--- src/rtl/router_led_pkg.sv ---
// Shared defaults and helpers for the router port/error LED generator.
package router_led_pkg;

  localparam int unsigned DefaultNumPorts        = 2;
  localparam int unsigned DefaultLedsPerPort     = 8;
  localparam int unsigned DefaultHoldCycles      = 4;
  localparam int unsigned DefaultBlinkHalfCycles = 2;
  localparam int unsigned DefaultErrorHoldCycles = 8;

  localparam logic LED_ON  = 1'b1;
  localparam logic LED_OFF = 1'b0;

  function automatic int unsigned group_base(input int unsigned idx, input int unsigned width);
    return idx * width;
  endfunction

endpackage

--- src/rtl/port_led_status_if.sv ---
// Router-side strobes in, board LED drive out.
interface port_led_status_if
  import router_led_pkg::*;
#(
  parameter int unsigned NUM_PORTS     = DefaultNumPorts,
  parameter int unsigned LEDS_PER_PORT = DefaultLedsPerPort
);
  logic                               clear;
  logic [NUM_PORTS-1:0]               port_hit;
  logic                               error;
  logic [NUM_PORTS*LEDS_PER_PORT-1:0] led;
  logic                               error_active;

  modport master (
    output clear, port_hit, error,
    input  led, error_active
  );

  modport slave (
    input  clear, port_hit, error,
    output led, error_active
  );
endinterface

--- src/rtl/led_hold_timer.sv ---
// Retriggerable down-counter; active while counting, or latched until clear when STICKY.
module led_hold_timer #(
  parameter int unsigned CYCLES = 4,
  parameter bit          STICKY = 1'b0
) (
  input  logic clock,
  input  logic reset,
  input  logic clear,
  input  logic load,
  output logic active
);

  localparam int unsigned Width = (CYCLES > 0) ? $clog2(CYCLES + 1) : 1;

  logic [Width-1:0] cnt_d, cnt_q;
  logic             flag_d, flag_q;

  always_comb begin
    cnt_d  = cnt_q;
    flag_d = flag_q;
    if (clear) begin
      cnt_d  = '0;
      flag_d = 1'b0;
    end else if (load) begin
      cnt_d  = Width'(CYCLES);
      flag_d = 1'b1;
    end else if (cnt_q != '0) begin
      cnt_d = cnt_q - Width'(1);
    end
  end

  always_ff @(posedge clock or posedge reset) begin
    if (reset) begin
      cnt_q  <= '0;
      flag_q <= 1'b0;
    end else begin
      cnt_q  <= cnt_d;
      flag_q <= flag_d;
    end
  end

  assign active = STICKY ? flag_q : (cnt_q != '0);

endmodule

--- src/rtl/port_led_status.sv ---
// Per-port traffic LEDs with hold time, overridden by a full-bank blink on router error.
module port_led_status
  import router_led_pkg::*;
#(
  parameter int unsigned NUM_PORTS         = DefaultNumPorts,
  parameter int unsigned LEDS_PER_PORT     = DefaultLedsPerPort,
  parameter int unsigned HOLD_CYCLES       = DefaultHoldCycles,
  parameter int unsigned BLINK_HALF_CYCLES = DefaultBlinkHalfCycles,
  parameter int unsigned ERROR_HOLD_CYCLES = DefaultErrorHoldCycles
) (
  input logic              clock,
  input logic              reset,
  port_led_status_if.slave bus
);

  localparam int unsigned BlinkWidth = $clog2(BLINK_HALF_CYCLES + 1);
  localparam int unsigned LedWidth   = NUM_PORTS * LEDS_PER_PORT;

  if (HOLD_CYCLES == 0) begin : g_bad_hold
    $error("HOLD_CYCLES must be >= 1");
  end
  if (BLINK_HALF_CYCLES == 0) begin : g_bad_blink
    $error("BLINK_HALF_CYCLES must be >= 1");
  end

  logic [NUM_PORTS-1:0] port_lit;
  logic                 err_active;

  for (genvar i = 0; i < NUM_PORTS; i++) begin : g_port
    led_hold_timer #(
      .CYCLES(HOLD_CYCLES),
      .STICKY(1'b0)
    ) u_hold (
      .clock (clock),
      .reset (reset),
      .clear (bus.clear),
      .load  (bus.port_hit[i]),
      .active(port_lit[i])
    );
  end

  // Zero duration means the error indication latches until clear.
  led_hold_timer #(
    .CYCLES(ERROR_HOLD_CYCLES),
    .STICKY(ERROR_HOLD_CYCLES == 0)
  ) u_err (
    .clock (clock),
    .reset (reset),
    .clear (bus.clear),
    .load  (bus.error),
    .active(err_active)
  );

  logic [BlinkWidth-1:0] bcnt_d, bcnt_q;
  logic                  phase_d, phase_q;

  always_comb begin
    bcnt_d  = bcnt_q;
    phase_d = phase_q;
    if (bus.clear) begin
      bcnt_d  = '0;
      phase_d = 1'b0;
    end else if (bus.error) begin
      bcnt_d  = '0;
      phase_d = 1'b1;
    end else if (err_active) begin
      if (bcnt_q == BlinkWidth'(BLINK_HALF_CYCLES - 1)) begin
        bcnt_d  = '0;
        phase_d = ~phase_q;
      end else begin
        bcnt_d = bcnt_q + BlinkWidth'(1);
      end
    end else begin
      bcnt_d  = '0;
      phase_d = 1'b0;
    end
  end

  always_ff @(posedge clock or posedge reset) begin
    if (reset) begin
      bcnt_q  <= '0;
      phase_q <= 1'b0;
    end else begin
      bcnt_q  <= bcnt_d;
      phase_q <= phase_d;
    end
  end

  // Port timers keep running under the error mask so exit shows live state.
  logic [LedWidth-1:0] led_mux;

  always_comb begin
    led_mux = '0;
    if (err_active) begin
      led_mux = phase_q ? {LedWidth{LED_ON}} : {LedWidth{LED_OFF}};
    end else begin
      for (int unsigned i = 0; i < NUM_PORTS; i++) begin
        led_mux[group_base(i, LEDS_PER_PORT) +: LEDS_PER_PORT] =
          port_lit[i] ? {LEDS_PER_PORT{LED_ON}} : {LEDS_PER_PORT{LED_OFF}};
      end
    end
  end

  assign bus.led          = led_mux;
  assign bus.error_active = err_active;

endmodule

--- src/flat_wrapper.sv ---
// flat-port wrapper written by rule: the top's interface ports become plain ports
module port_led_status_flat import router_led_pkg::*;
#(
  parameter int unsigned NUM_PORTS         = DefaultNumPorts,
  parameter int unsigned LEDS_PER_PORT     = DefaultLedsPerPort,
  parameter int unsigned HOLD_CYCLES       = DefaultHoldCycles,
  parameter int unsigned BLINK_HALF_CYCLES = DefaultBlinkHalfCycles,
  parameter int unsigned ERROR_HOLD_CYCLES = DefaultErrorHoldCycles
)
  (clock, reset, bus_clear, bus_port_hit, bus_error, bus_led, bus_error_active);
  port_led_status_if #(.NUM_PORTS(NUM_PORTS), .LEDS_PER_PORT(LEDS_PER_PORT)) bus_i ();
  input logic clock;
  input logic reset;
  input wire logic [$bits(bus_i.clear)-1:0] bus_clear;
  input wire logic [$bits(bus_i.port_hit)-1:0] bus_port_hit;
  input wire logic [$bits(bus_i.error)-1:0] bus_error;
  output wire logic [$bits(bus_i.led)-1:0] bus_led;
  output wire logic [$bits(bus_i.error_active)-1:0] bus_error_active;
  assign bus_i.clear = bus_clear;
  assign bus_i.port_hit = bus_port_hit;
  assign bus_i.error = bus_error;
  assign bus_led = bus_i.led;
  assign bus_error_active = bus_i.error_active;
  port_led_status #(.NUM_PORTS(NUM_PORTS), .LEDS_PER_PORT(LEDS_PER_PORT), .HOLD_CYCLES(HOLD_CYCLES), .BLINK_HALF_CYCLES(BLINK_HALF_CYCLES), .ERROR_HOLD_CYCLES(ERROR_HOLD_CYCLES)) u_core (.clock(clock), .reset(reset), .bus(bus_i));
endmodule
--- config.mk ---
export PLATFORM = sky130hd
export DESIGN_NAME = port_led_status_flat
export DESIGN_NICKNAME = d
export VERILOG_FILES = /design/src/rtl/router_led_pkg.sv /design/src/rtl/port_led_status_if.sv /design/src/rtl/led_hold_timer.sv /design/src/rtl/port_led_status.sv /design/src/flat_wrapper.sv
export SDC_FILE = /design/constraint.sdc
export NUM_CORES = 1
export LEC_CHECK = 0
export ABC_AREA = 1
export BUFFER_PORTS_ARGS = -buffer_cell sky130_fd_sc_hd__buf_2
export CORE_MARGIN = 2
export CORE_UTILIZATION = 46
export CTS_CLUSTER_SIZE = 28
export DETAILED_ROUTE_END_ITERATION = 6
export PLACE_DENSITY = 0.7
export SLEW_MARGIN = 20
export SYNTH_ARGS = -nofsm -noshare
export SYNTH_HDL_FRONTEND = slang
export SYNTH_HIERARCHICAL = 1
export SYNTH_SLANG_ARGS = --single-unit
--- constraint.sdc ---
create_clock -name clock -period 1.85 [get_ports clock]
set_input_delay 0.0925 -clock clock [delete_from_list [all_inputs] [get_ports clock]]
set_output_delay 0.0925 -clock clock [all_outputs]
set_load 0.02 [all_outputs]
==> out/results.tsv, run 1 <==
stage	metric	value	unit
outcome	outcome	complete, no violations	
cells_and_area	share of cells above drive strength 1	36.8	%
floorplanning	Die H	48.7	um
synthesis	largest family of logic cells by synthesized area	simple AND/OR/NAND/NOR gates	
worst_setup_path	Worst Setup Path Type	register to primary output	
timing	Hold Violations, Final	0	
power	Final Power	0.00119	W
routing	Met2 Wirelength	669	um
routing	M1 wire length	721	um
worst_setup_path	r2r setup slk	610	ps
synthesis	post-synthesis adder-cell area fraction	6.79	%
worst_setup_path	CP max stage cell	dfrtp_1	
worst_setup_path	crit path DAT	1600	ps
synthesis	Yosys reg bits	13	
power	LEAKAGE	0.582	nW
routing	Vias	701	
synthesis	EDFF count, synth	0	
floorplanning	IO Count	23	
synthesis	top cell type's share of synthesized area	35.3	%
clocking	Worst-Skew Late Latency	280	ps
timing	Fin Setup TNS	0	ps
placed_design	GPL Wtd Cong	0.749	
global_routing	number of global-route vias before repair	649	
worst_setup_path	CP Launch Type	register	
clocking	TritonCTS Sinks	13	
worst_setup_path	Setup crit end kind	primary output	
cells_and_area	Nets	145	
hold_path	min-delay worst type	primary input to register	
timing	highest clock rate	590	MHz
synthesis	Synth Area in Compound Gates	7.34	%
synthesis	Commonest cells post-synth	inv_1, nand2_1, buf_4	
cells_and_area	Finished Layout Cells	160	
routing	DR vias/cell	4.38	
global_routing	total grt overflow	0	
clocking	CTS H-Tree Depth	1	
floorplanning	full die area	0.00238	sq mm
timing	Worst-Margin Slew	237	ps
clocking	Clk pin slew, worst setup/hold paths	80	ps
global_routing	global-route wire length before repair	2.65	mm
cells_and_area	ANT cells	0	
floorplanning	core box area	0.00192	sq mm
cells_and_area	Area Growth Syn to Fin	12.4	%
timing	period utilization	91.6	%
routing	First-pass DRT Iterations	4	
power	PD cells	1150	mW/mm^2
synthesis	Synth Flop Type	dfrtp_1	
synthesis	Post-Synthesis Cell Area	921	sq um
worst_setup_path	Bufs and invs on worst path	3	
routing	Total Wirelength	1.48	mm
routing	highest metal used	met4	
worst_setup_path	r2r endpoint	u_core/phase_q	
power	VDD IR max	464	uV
timing	Max Clock Skew	11.7	ps
synthesis	yosys warns	6	
routing	met3 wire len	74	um
synthesis	most frequent cell after synthesis	inv_1	
synthesis	post-synthesis cell type count	19	
global_routing	initial antenna violation count	0	
clocking	clock buffer count from CTS	3	
placed_design	HPWL Detailed	1.28	mm
run	Max Cap Violations	0	
worst_setup_path	critical path required time	1760	ps
clocking	Max clock buf depth	2	
synthesis	Post-Synth Simple-Gate Area	26.8	%
synthesis	Post-synth ARST share	100	%
synthesis	dominant cell type by area after synthesis	dfrtp_1	
floorplanning	Starting Density	47.9	%
hold_path	hold_sp	bus_port_hit[0]	
clocking	CTS tree	yes	
synthesis	Synth area leaders	dfrtp_1, buf_4, inv_1, ha_1, nand2_1	
synthesis	XOR/XNOR Fraction of Synth Area	0.951	%
placed_design	dpl cells	155	
worst_setup_path	crit-path leading delay family	buffers and inverters	
timing	min Tclk post-route	1690	ps
worst_setup_path	R2R Path Start	u_core/u_err/cnt_q[0]	
timing	Final setup viols	0	
timing	Pins Over Slew Limit	0	
clocking	root buf cell	clkbuf_4	
worst_setup_path	CP peak stage delay	360	ps
worst_setup_path	CP max FO	8	
global_routing	GRT Total Usage	14.4	%
routing	per-cell routed wire length	9.22	um
routing	post-route ant nets	0	
synthesis	syn_nets	130	
synthesis	sequential element share of the synthesized area	35.3	%
synthesis	Post-Syn Instances	119	
timing	Rel. slew slack	84.2	%
hold_path	Hold Path End	u_core/g_port[0].u_hold/cnt_q[2]	
synthesis	mux cell area share after synthesis	0	%
global_routing	pin count of the biggest net entering global routing	10	
floorplanning	Die X	48.7	um
worst_setup_path	Cell Chain, Critical Path	inv_1 -> ha_4 -> nand2_2 -> nand2_2 -> inv_1 -> nor2_4 -> buf_2	
cells_and_area	Fill cells	196	
hold_path	Hold Crit Depth	3	
routing	number of remaining DRC errors	0	
floorplanning	row count	16	
routing	DRT iter0 DRCs	11	
clocking	Post-CTS Setup Bufs	0	
synthesis	syn_area_per_cell	7.74	sq um
worst_setup_path	Reg2Reg Depth	7	
placed_design	port bufs	22	
[logic make-up after synthesis]
group	after synthesis
and+or+nand+nor	49
AOI/OAI and AO/OA	9
xor gates and xnor gates	1
adders and majority gates	5
DFF	13
buffers and inverters	42
[final cells by class]
cell class / instances / area (sq um) / area share, %
Sequential cell: 13 / 325 / 31.4
Timing Repair Buffer: 24 / 128 / 12.3
Clock buffer: 3 / 22.5 / 2.18
Tap cell: 27 / 33.8 / 3.26
Multi-Input combinational cell: 64 / 415 / 40.1
Inverter: 28 / 105 / 10.2
Clock inverter: 1 / 5.00 / 0.484
[through the flow]
step | hold WS, ps | util [%] | cell area, sq um | worst slack (ps)
3_5_place_dp | 4.49 | 50.3 | 967 | 214
3_3_place_gp | -2.11 | 50.3 | 967 | 286
6_report | 74.9 | 53.8 | 1030 | 156
5_1_grt | 96.3 | 53.8 | 1030 | -6.49
2_1_floorplan | -154 | - | 921 | -184
4_1_cts | 72.3 | 52.7 | 1010 | 18.5
[cells in the final DEF, fill, tap and decap left out, types with 2 or more instances in the layout]
cell type,n
nor2_2,5
nand3b_1,2
nand2_2,6
nand4_1,2
nor2_4,3
nand3_1,7
clkbuf_4,3
nor2_1,8
buf_2,22
o21ai_2,5
nand2_1,14
ha_1,4
inv_1,28
a21oi_1,2
dfrtp_1,13
[what timing repair did]
action	4_1_cts	5_1_grt
setup endpoints to repair	16	16
hold buffers	1	0
gates resized for setup	3	4
hold endpoints to repair	13	0
pin swaps	0	0
[power breakdown]
group | switching (W) | internal [W]
combinational | 0.000453 | 0.000226
clock | 0.0000907 | 0.0000801
sequential | 0.0000227 | 0.000318
total | 0.000566 | 0.000624
[state kept, by name, summed over array words and instances (netlist names)]
name                        cells
u_core/phase_q                  1
u_core/u_err/cnt_q              4
u_core/bcnt_q                   2
u_core/g_port.u_hold/cnt_q      6
[how the worst max path moves through the flow]
stage                     cells past startpoint  slack, ps                   from           to
after floorplan                               7       -180  u_core/u_err/cnt_q[0]  bus_led[10]
after global placement                        7        290  u_core/u_err/cnt_q[0]   bus_led[1]
after detailed placement                      7        210  u_core/u_err/cnt_q[0]  bus_led[12]
after CTS                                     7         20  u_core/u_err/cnt_q[0]  bus_led[12]
after global routing                          7         -6  u_core/u_err/cnt_q[0]   bus_led[4]
final                                         7        160  u_core/u_err/cnt_q[0]  bus_led[12]
[per-layer routing]
metal,track usage [%],vias to the layer above
li1,-,377
met1,18.4,299
met2,23.7,23
met3,2.16,2
met4,7.14,0
met5,0,-
[tightest hold or removal path, stage by stage]
cell and delay (ps):
buf_2 100, a21oi_1 40, nor2_1 80
No activity file was read; power rests on OpenSTA's default activity.
==> run 2: changes to the inputs <==
SYNTH_HIERARCHICAL = unset   (was 1)
==> out/results.tsv, run 2 <==
stage	metric	value	unit	change
cells_and_area	most frequent cells in the layout	buf_2, inv_1, nand2_1, dfrtp_1, nor2_1		
worst_setup_path	Top cell by count, worst path	nand2_4		
synthesis	Commonest cells post-synth	inv_1, buf_4, nand2_1		
timing	Rel. slew slack	66.8	%	-17 points
placed_design	GPL Wtd Cong	0.717		-4.2%
synthesis	Synth area leaders	dfrtp_1, buf_4, ha_1, inv_1, nand2_1		
floorplanning	full die area	0.00225	sq mm	-5.5%
power	Int Power	0.000596	W	-4.6%
routing	DR vias/cell	4.44		+1.2%
routing	First-pass DRT Iterations	4		unchanged
synthesis	post-synthesis adder-cell area fraction	8.67	%	+1.9 points
routing	per-cell routed wire length	9.91	um	+7.5%
synthesis	syn_nets	114		-12%
cells_and_area	Area Growth Syn to Fin	8.53	%	
global_routing	GRT Total Usage	14.6	%	+0.18 points
synthesis	top cell type's share of synthesized area	37.6	%	+2.2 points
clocking	clock buffer count from CTS	3		unchanged
synthesis	Yosys reg bits	13		unchanged
cells_and_area	Reg with most FFs	u_core.g_port.u_hold.cnt_q		
global_routing	global-route wire length before repair	2.23	mm	-16%
cells_and_area	Finished Layout Cells	140		-13%
power	Sw Share	48.0	%	+0.44 points
cells_and_area	Nets	128		-12%
synthesis	Post-Synth Simple-Gate Area	23.8	%	-2.9 points
hold_path	min-delay worst type	primary input to register		
placed_design	DP Area	902	sq um	-6.7%
power	Comb pwr share	55.3	%	-1.7 points
worst_setup_path	CP max stage cell	dfrtp_1		
clocking	root buf cell	clkbuf_4		
worst_setup_path	CP max FO	8		unchanged
worst_setup_path	crit-path leading delay family	flip-flops		
placed_design	dpl cells	135		-13%
worst_setup_path	critical path required time	1760	ps	about the same
cells_and_area	total area of multi-input combinational cells	369	sq um	-11%
placed_design	HPWL Detailed	1.14	mm	-11%
floorplanning	row count	15		-1
timing	setup ws final	90.1	ps	-65.8 ps
worst_setup_path	CP peak stage delay	410	ps	+50 ps
routing	Total Wirelength	1.39	mm	-5.9%
cells_and_area	commonest non-fill, non-tap cell in the layout	buf_2		
routing	Vias	621		-11%
timing	RSZ-0062 raised after global routing	yes		
worst_setup_path	Bufs and invs on worst path	3		unchanged
timing	WHS	101	ps	+26.3 ps
clocking	CTS tree	yes		
power	Final Power	0.00115	W	-3.8%
power	sequential group share of total power	29.5	%	+0.9 points
floorplanning	IO Count	23		unchanged
timing	period utilization	95.1	%	+3.6 points
synthesis	Post-Syn Instances	102		-14%
worst_setup_path	crit path DAT	1670	ps	+70 ps
synthesis	mux cell area share after synthesis	0	%	unchanged
timing	highest clock rate	568	MHz	-3.7%
global_routing	pin count of the biggest net entering global routing	14		+4
synthesis	most frequent cell after synthesis	inv_1		
synthesis	dominant cell type by area after synthesis	dfrtp_1		
worst_setup_path	Worst Setup Path Type	register to primary output		
synthesis	yosys warns	0		-6
cells_and_area	Fill cells	175		-11%
run	Max Cap Violations	0		unchanged
synthesis	sequential element share of the synthesized area	37.6	%	+2.2 points
clocking	TritonCTS Sinks	13		unchanged
global_routing	number of global-route vias before repair	525		-19%
synthesis	Post-synth ARST share	100	%	unchanged
floorplanning	Die X	47.4	um	-2.8%
placed_design	port bufs	22		unchanged
clocking	Clk pin slew, worst setup/hold paths	90	ps	about the same
timing	Hold Violations, Final	0		unchanged
routing	post-route ant nets	0		unchanged
timing	Max Clock Skew	10.6	ps	-1.15 ps
clocking	post-CTS resize count	0		-3
routing	number of remaining DRC errors	0		unchanged
power	Clk pwr share	15.2	%	+0.9 points
cells_and_area	Reg area	325	sq um	unchanged
synthesis	Post-Synthesis Cell Area	866	sq um	-6.0%
cells_and_area	Regs by FF count	u_core.g_port.u_hold.cnt_q x6, u_core.u_err.cnt_q x4, u_core.bcnt_q x2		
clocking	Max clock buf depth	2		unchanged
timing	Final setup viols	0		unchanged
power	Sw Pwr	0.000550	W	-2.9%
clocking	CTS H-Tree Depth	1		unchanged
global_routing	initial antenna violation count	0		unchanged
synthesis	EDFF count, synth	0		unchanged
global_routing	total grt overflow	0		unchanged
timing	Worst-Margin Slew	498	ps	+261 ps
floorplanning	Die H	47.4	um	-2.8%
floorplanning	core box area	0.00175	sq mm	-9.2%
placed_design	pre-CTS setup slack	386	ps	+171 ps
worst_setup_path	Cell Chain, Critical Path	inv_1 -> ha_1 -> nand2_4 -> nand2_4 -> inv_2 -> a21oi_2 -> buf_2		
cells_and_area	share of cells above drive strength 1	35.7	%	-1.2 points
clocking	Post-CTS Setup Bufs	0		unchanged
worst_setup_path	CP Launch Type	register		
cells_and_area	max FFs per register	6		unchanged
synthesis	Synth Flop Type	dfrtp_1		
power	LEAKAGE	0.503	nW	-14%
clocking	Worst-Skew Late Latency	280	ps	about the same
timing	min Tclk post-route	1760	ps	+65.8 ps
cells_and_area	ANT cells	0		unchanged
synthesis	XOR/XNOR Fraction of Synth Area	1.01	%	+0.060 points
cells_and_area	final instance area	940	sq um	-9.2%
synthesis	post-synthesis cell type count	23		+4
power	VDD IR max	674	uV	+45%
worst_setup_path	Setup crit end kind	primary output		
timing	Pins Over Slew Limit	0		unchanged
routing	DRT iter0 DRCs	11		unchanged
synthesis	largest family of logic cells by synthesized area	simple AND/OR/NAND/NOR gates		
floorplanning	Starting Density	49.6	%	+1.7 points
synthesis	syn_area_per_cell	8.49	sq um	+9.7%
power	PD cells	1220	mW/mm^2	+5.9%
outcome	outcome	complete, no violations		
synthesis	Synth Area in Compound Gates	9.10	%	+1.8 points
[run 2: cell count changes after synthesis, sizes merged]
cell    delta
a21boi     +1
a21oi      +1
ha         +1
inv       -11
nand2      -1
nand3      -2
nand3b     -2
nand4      -1
nor2       -3
nor3       +1
nor4       -1
o21ai      -3
o22ai      +3
[run 2: power by group through the flow]
stage | Sequential [W] | Combinational [W] | Clock, W
floorplan | 0.000339 | 0.000634 | 0
global placement | 0.000343 | 0.000630 | 0
detailed placement | 0.000344 | 0.000639 | 0
CTS | 0.000339 | 0.000642 | 0.000181
global route | 0.000343 | 0.000688 | 0.000197
finish | 0.000338 | 0.000633 | 0.000174
[run 2: repair_timing]
item | in CTS | in global routing
hold buffers | 1 | 0
endpoints found under the setup margin | 0 | 16
endpoints found under the hold margin | 13 | 0
[run 2: cell families (layout without fill, tap and decap cells)]
| logic type | count (synthesis) | count (layout) |
|---|---|---|
| xor gates and xnor gates | 1 | 1 |
| buffers and inverters | 31 | 44 |
| and+or+nand+nor | 40 | 40 |
| adders and majority gates | 6 | 6 |
| AOI/OAI and AO/OA | 11 | 11 |
| DFF | 13 | 13 |
[run 2: path summary, 6_finish.rpt]
path                                        from                               end  slack (ps)  cells past startpoint
max                        u_core.u_err.cnt_q[0]                        bus_led[6]          90                      7
min                              bus_port_hit[0]  u_core.g_port[0].u_hold.cnt_q[2]         100                      3
max reg2reg                u_core.u_err.cnt_q[0]             u_core.u_err.cnt_q[3]         640                      7
min reg2reg                     u_core.bcnt_q[0]                  u_core.bcnt_q[1]         480                      1
max in group asynchronous                  reset  u_core.g_port[1].u_hold.cnt_q[1]        1130                      3
min in group asynchronous                  reset             u_core.u_err.cnt_q[3]         370                      3
[run 2: final cells by class]
class                   instances  area share (%)
multi-input cells              58            39.3
flip-flops and latches         13            34.6
repair buffers                 23            12.8
inverters                      17            7.06
clock inverters                 1           0.533
clock buffers                   3            2.40
well taps                      25            3.33
[run 2: worst register-to-register path, cell delays in order (launching register included)]
cell	delay, ps
dfrtp_1	410
inv_1	130
ha_1	210
nand2_4	100
inv_4	100
nand2_4	50
nand2_2	60
nor2_2	40
[run 2: layer usage]
metal	vias to the layer above	wire, um	global-route usage (%)
met4	0	11	3.33
li1	327	-	-
met2	9	700	23.8
met1	283	619	18.2
met5	-	0	0
met3	2	56	5.77
[run 2: metrics by stage]
step,utilization [%],TNS (ps)
2_1_floorplan,-,0
5_1_grt,53.8,-956
3_5_place_dp,51.7,0
3_3_place_gp,51.7,0
4_1_cts,53.8,0
6_report,53.8,0
